[config.mk]
export PLATFORM = sky130hd
export DESIGN_NAME = mil1553_tx_arbiter
export DESIGN_NICKNAME = d
export VERILOG_FILES = /design/src/rtl/mil1553_tx_arbiter.sv
export SDC_FILE = /design/constraint.sdc
export NUM_CORES = 1
export LEC_CHECK = 0
export CORE_ASPECT_RATIO = 0.9
export CORE_UTILIZATION = 40
export CTS_CLUSTER_SIZE = 16
export DETAILED_ROUTE_END_ITERATION = 12
export GPL_ROUTABILITY_DRIVEN = 0
export GPL_TIMING_DRIVEN = 0
export HOLD_SLACK_MARGIN = 0.08
export PLACE_DENSITY = 0.8
export SETUP_SLACK_MARGIN = 0.15
export SLEW_MARGIN = 5
export SYNTH_ARGS = -nofsm -noshare
export SYNTH_HDL_FRONTEND = slang
export SYNTH_SLANG_ARGS = --single-unit
[constraint.sdc]
create_clock -name aclk -period 2.4 [get_ports aclk]
set_input_delay 0.24 -clock aclk [delete_from_list [all_inputs] [get_ports aclk]]
set_output_delay 0.24 -clock aclk [all_outputs]
set_load 0.005 [all_outputs]
[src/rtl/mil1553_tx_arbiter.sv]
// mil1553_tx_arbiter
// Shares the single 1553 encoder word stream between two message sources:
// s0 (UART command bridge) and s1 (periodic BC scheduler). Whole messages are
// granted round-robin, the encoder is allowed to finish driving the bus, and a
// minimum bus-idle gap is enforced before the next grant.
//
// Ports:
//   aclk, arstn            clock, asynchronous active-low reset
//   s0_axis_* / s1_axis_*  source word streams (tdata 16, tuser 8, tlast, tvalid, tready)
//   m_axis_*               word stream to the 1553 encoder (zero-latency mux of the owner)
//   tx_active              encoder is driving the bus (en_tx_1553)
//   grant                  one-hot current owner, 00 when nobody owns the path
//   busy                   arbiter is not idle
//   err_len                one-cycle pulse: message longer than max_words
//   err_timeout            one-cycle pulse: tx_active never rose after the last word
module mil1553_tx_arbiter #(
    parameter int unsigned clock_speed   = 2000000,
    parameter int unsigned gap_us        = 4,
    parameter int unsigned start_timeout = 64,
    parameter int unsigned max_words     = 33
) (
    input  logic        aclk,
    input  logic        arstn,

    input  logic [15:0] s0_axis_tdata,
    input  logic [7:0]  s0_axis_tuser,
    input  logic        s0_axis_tlast,
    input  logic        s0_axis_tvalid,
    output logic        s0_axis_tready,

    input  logic [15:0] s1_axis_tdata,
    input  logic [7:0]  s1_axis_tuser,
    input  logic        s1_axis_tlast,
    input  logic        s1_axis_tvalid,
    output logic        s1_axis_tready,

    output logic [15:0] m_axis_tdata,
    output logic [7:0]  m_axis_tuser,
    output logic        m_axis_tlast,
    output logic        m_axis_tvalid,
    input  logic        m_axis_tready,

    input  logic        tx_active,

    output logic [1:0]  grant,
    output logic        busy,
    output logic        err_len,
    output logic        err_timeout
);

    // Gap length in aclk cycles, never below one cycle.
    localparam int unsigned gap_raw    = (clock_speed / 1000000) * gap_us;
    localparam int unsigned gap_cycles = (gap_raw < 1) ? 1 : gap_raw;
    localparam int unsigned gap_w      = $clog2(gap_cycles + 1);
    localparam int unsigned tmo_w      = $clog2(start_timeout + 1);
    localparam int unsigned cnt_w      = $clog2(max_words + 1);

    localparam logic [1:0] st_idle  = 2'd0;
    localparam logic [1:0] st_xfer  = 2'd1;
    localparam logic [1:0] st_drain = 2'd2;
    localparam logic [1:0] st_gap   = 2'd3;

    logic [1:0]       state, state_d;
    logic [1:0]       grant_d;
    logic             ptr, ptr_d;          // 0: s0 favoured at next arbitration
    logic             started, started_d;  // drain: encoder has begun driving the bus
    logic [cnt_w-1:0] word_cnt, word_cnt_d;
    logic [tmo_w-1:0] tmo_cnt, tmo_cnt_d;
    logic [gap_w-1:0] gap_cnt, gap_cnt_d;
    logic             err_len_d, err_timeout_d;

    logic             in_xfer;
    logic             sel_s1;
    logic             handshake;
    logic             pick_s1;

    // Zero-latency word path: the owner is connected straight to the encoder.
    always_comb begin
        in_xfer        = (state == st_xfer);
        sel_s1         = grant[1];
        m_axis_tdata   = sel_s1 ? s1_axis_tdata : s0_axis_tdata;
        m_axis_tuser   = sel_s1 ? s1_axis_tuser : s0_axis_tuser;
        m_axis_tlast   = in_xfer & (sel_s1 ? s1_axis_tlast  : s0_axis_tlast);
        m_axis_tvalid  = in_xfer & (sel_s1 ? s1_axis_tvalid : s0_axis_tvalid);
        s0_axis_tready = in_xfer & grant[0] & m_axis_tready;
        s1_axis_tready = in_xfer & grant[1] & m_axis_tready;
        handshake      = m_axis_tvalid & m_axis_tready;
    end

    // Next-state and next-output logic.
    always_comb begin
        state_d       = state;
        grant_d       = grant;
        ptr_d         = ptr;
        started_d     = started;
        word_cnt_d    = word_cnt;
        tmo_cnt_d     = tmo_cnt;
        gap_cnt_d     = gap_cnt;
        err_len_d     = 1'b0;
        err_timeout_d = 1'b0;
        // s1 wins when it is the only requester or when the pointer favours it.
        pick_s1       = s1_axis_tvalid & (~s0_axis_tvalid | ptr);

        case (state)
            st_idle: begin
                if (s0_axis_tvalid | s1_axis_tvalid) begin
                    grant_d    = pick_s1 ? 2'b10 : 2'b01;
                    ptr_d      = ~pick_s1;
                    word_cnt_d = '0;
                    state_d    = st_xfer;
                end
            end

            st_xfer: begin
                if (handshake) begin
                    // Saturate so an overlong message flags exactly once.
                    if (word_cnt != cnt_w'(max_words)) begin
                        word_cnt_d = word_cnt + cnt_w'(1);
                    end
                    if (!m_axis_tlast && (word_cnt == cnt_w'(max_words - 1))) begin
                        err_len_d = 1'b1;
                    end
                    if (m_axis_tlast) begin
                        started_d = 1'b0;
                        tmo_cnt_d = '0;
                        state_d   = st_drain;
                    end
                end
            end

            st_drain: begin
                if (!started) begin
                    if (tx_active) begin
                        started_d = 1'b1;
                    end else if (tmo_cnt == tmo_w'(start_timeout - 1)) begin
                        err_timeout_d = 1'b1;
                        grant_d       = 2'b00;
                        gap_cnt_d     = '0;
                        state_d       = st_gap;
                    end else begin
                        tmo_cnt_d = tmo_cnt + tmo_w'(1);
                    end
                end else if (!tx_active) begin
                    grant_d   = 2'b00;
                    gap_cnt_d = '0;
                    state_d   = st_gap;
                end
            end

            st_gap: begin
                // Any bus activity restarts the idle-gap count.
                if (tx_active) begin
                    gap_cnt_d = '0;
                end else if (gap_cnt == gap_w'(gap_cycles - 1)) begin
                    state_d = st_idle;
                end else begin
                    gap_cnt_d = gap_cnt + gap_w'(1);
                end
            end

            default: begin
                grant_d = 2'b00;
                state_d = st_idle;
            end
        endcase
    end

    // State and registered outputs.
    always_ff @(posedge aclk or negedge arstn) begin
        if (!arstn) begin
            state       <= st_idle;
            grant       <= 2'b00;
            ptr         <= 1'b0;
            started     <= 1'b0;
            word_cnt    <= '0;
            tmo_cnt     <= '0;
            gap_cnt     <= '0;
            busy        <= 1'b0;
            err_len     <= 1'b0;
            err_timeout <= 1'b0;
        end else begin
            state       <= state_d;
            grant       <= grant_d;
            ptr         <= ptr_d;
            started     <= started_d;
            word_cnt    <= word_cnt_d;
            tmo_cnt     <= tmo_cnt_d;
            gap_cnt     <= gap_cnt_d;
            busy        <= (state_d != st_idle);
            err_len     <= err_len_d;
            err_timeout <= err_timeout_d;
        end
    end

endmodule

==> impl_metrics.py <==
metrics = {
    "clock_network": {
        "clock_latency_ns": 0.27,
        "cts.sinks": 26,
        "numCtsBuffers": 3,
        "h-tree-depth": 1,
        "post_cts_buffers": 0,
        "cts.root.buffer_cell": "clkbuf_8",
        "cts_buffer_depth": 2,
        "clkSlewWorstSetupHoldPaths_ns": 0.09,
        "cts_tree": "yes",
    },
    "cells_and_area": {
        "area_delta_synth_final_pct": 57.81,
        "fillers": 334,
        "seqCellArea_um2": 650.6,
        "multi_input_area_um2": 1039,
        "antenna_cells": 0,
        "final_layout_size_suffix_gt1_share_pct": 16.24,
        "finalNetCount": 333,
    },
    "timing": {
        "fin_crit_ns": 2.152,
        "fin_setup_tns_ns": 0,
        "setup_viol": 0,
        "fin_ws_ns": 0.2475,
        "worst_hold_slack_ns": 0.4977,
        "finalClockSkew_ns": 0.003148,
        "hold_viol": 0,
        "relSlewSlack_pct": 55.98,
        "max_freq_mhz": 464.6,
        "tightest_slew_ns": 0.6552,
        "fin_crit_sh_pct": 89.69,
        "rsz0062_at_grt": "false",
        "final_max_slew_viol_count": 0,
    },
    "placement": {
        "dp_hpwl_mm": 3.768,
        "post-place-ws_ns": 0.3160,
        "portBuffers": 88,
    },
    "floorplan": {
        "die_x_um": 71.96,
        "core_um2": 4156,
        "fp.dieArea_um2": 4674,
        "row_count": 22,
        "die_y_um": 64.96,
        "boundaryPins": 89,
        "initial_utilization_pct": 42.38,
    },
    "hold_path": {
        "min_path_type": "input pin to async pin",
    },
    "worst_setup_path": {
        "path_class": "flop to output port",
        "crit_path_end_kind": "output port",
        "worst_r2r_startpoint": "state[0]$_DFF_PN0_",
        "crit_arrival_ns": 1.91,
        "startpoint": "grant[1]$_DFFE_PN0P_",
        "cp_max_fo": 10,
        "cp-start-kind": "flop",
        "crit_required_ns": 2.16,
    },
    "pwr": {
        "power.leakage_nw": 1.138,
        "peakVddDrop_mv": 0.4461,
        "powerDensity_nw_per_um2": 666.6,
    },
    "synth": {
        "synth_seq_cells": 26,
        "synthArstFlopShare_pct": 100.0,
        "synth-seq-area-share_pct": 36.93,
        "synthCells": 178,
        "ys.flop_type": "dfrtp_1",
        "yosys_warnings": 0,
        "syn_area_per_cell_um2": 9.897,
        "synth_edf_count": 0,
        "synth_cell_types": 41,
        "syn_nets": 239,
        "synth_area_um2": 1762,
    },
    "global_route": {
        "gr-total-overflow": 0,
        "grt_max_degree": 27,
        "grtUsageTotal_pct": 20.24,
        "antenna_found_initial": 0,
        "grt_pass1_vias": 1529,
        "grt_pass1_wl_mm": 7.431,
    },
    "route": {
        "viasPerCell": 5.027,
        "dr.pass1.iters": 4,
        "antenna_left": 0,
        "avgRoutedWirePerCell_um": 14.14,
        "first_iter_violations": 58,
        "drc_errors": 0,
        "num_vias": 1664,
        "routed_wirelength_mm": 4.680,
    },
    "flow_run": {
        "drv_cap": 0,
    },
    "run_status": {
        "status": "completed",
    },
}
==> cells in the mapped netlist, drive strengths merged (2+ instances only) <==
cell	n	area, um^2
mux2	28	315.3
dfrtp	26	650.6
nand2	19	71.32
nor2	11	41.29
inv	10	37.54
o21ai	9	45.04
mux2i	8	80.08
a21oi	7	35.03
nand2b	7	43.79
ha	5	62.56
and2	3	18.77
and3	3	18.77
buf	3	27.52
nand3	3	15.01
nor2b	3	18.77
nor4	3	18.77
nor4b	3	41.29
a211oi	2	15.01
a31oi	2	12.51
clkbuf	2	7.510
nand3b	2	15.01
o211ai	2	20.02
o31ai	2	25.02
==> per-layer routing <==
metal	track usage, %	wire, um
met1	26.37	2079
met2	34.08	2189
met3	4.355	372
met4	5.147	38
met5	0	0
==> cell type report <==
class                   count  area share (%)
well taps                  60           2.700
flip-flops and latches     26           23.40
clock buffers               4           1.980
plain buffers               5           1.350
inverters                  10           1.350
repair buffers             89           31.86
multi-input cells         137           37.35
==> what timing repair did <==
action,CTS,global route
hold buffers,0,1
endpoints found under the setup margin,19,4
hold endpoints to repair,0,26
resized for setup,2,2
==> stage by stage <==
stage | cell area (um^2) | cells | power [mW] | util (%)
3_3_place_gp | 2718 | 326 | 1.554 | 65.38
3_5_place_dp | 2718 | 326 | 1.574 | 65.38
5_1_grt | 2780 | 331 | 1.994 | 66.89
2_1_floorplan | 1762 | 178 | 1.152 | -
6_report | 2780 | 331 | 1.853 | 66.89
4_1_cts | 2775 | 330 | 1.870 | 66.77
==> where the power goes <==
part           total [mW]  switching (mW)  internal (mW)  leakage (nW)
Sequential          0.623          0.0875          0.535         0.337
Combinational       0.949           0.396          0.553         0.773
Clock               0.281           0.135          0.147        0.0288
Total                1.85           0.618           1.23          1.14
==> kinds of logic after synthesis <==
logic type,after synthesis,synth area share (%)
xor gates and xnor gates,2,0.9945
and+or+nand+nor,63,20.03
adders and majority gates,5,3.551
muxes,36,22.44
buffers and inverters,15,4.119
DFF,26,36.93
AOI/OAI and AO/OA,31,11.93
==> sequential cells by signal (all words and copies together) (netlist names) <==
register     count
busy             1
err_len          1
err_timeout      1
gap_cnt          4
grant            2
ptr              1
started          1
state            2
tmo_cnt          7
word_cnt         6
==> cells in the final DEF (no fill, tap or decap), types with 2 or more instances in the layout <==
cell             instances
nor2b_1                  3
a21oi_1                  7
nand3b_1                 2
clkdlybuf4s50_1         87
and2_1                   3
and3_1                   3
inv_1                   10
o21ai_0                  9
dfrtp_1                 26
nor2_1                  11
mux2_2                  28
o31ai_2                  2
buf_6                    2
a211oi_1                 2
mux2i_1                  8
nand3_1                  3
nand2_1                 19
ha_1                     5
nor4_1                   3
clkbuf_8                 4
a31oi_1                  2
nor4b_1                  2
buf_2                    4
nand2b_1                 7
==> worst paths after layout <==
path	to	slack, ns	cells past startpoint
worst min register to register	ptr$_DFFE_PN0P_	0.50	2
max in group asynchronous	grant[0]$_DFFE_PN0P_	1.52	2
worst min-delay path	tmo_cnt[1]$_DFFE_PN0P_	0.50	2
worst max-delay path	m_axis_tdata[12]	0.25	4
min in group aclk	ptr$_DFFE_PN0P_	0.50	2
worst max register to register	tmo_cnt[0]$_DFFE_PN0P_	0.56	5
==> critical path, cell delays in order (launching register included) <==
cell	delay, ns
dfrtp_1	0.40
buf_6	0.17
buf_2	0.25
mux2_2	0.37
clkdlybuf4s50_1	0.46
Note: power is estimated with default switching activity, not from simulation.
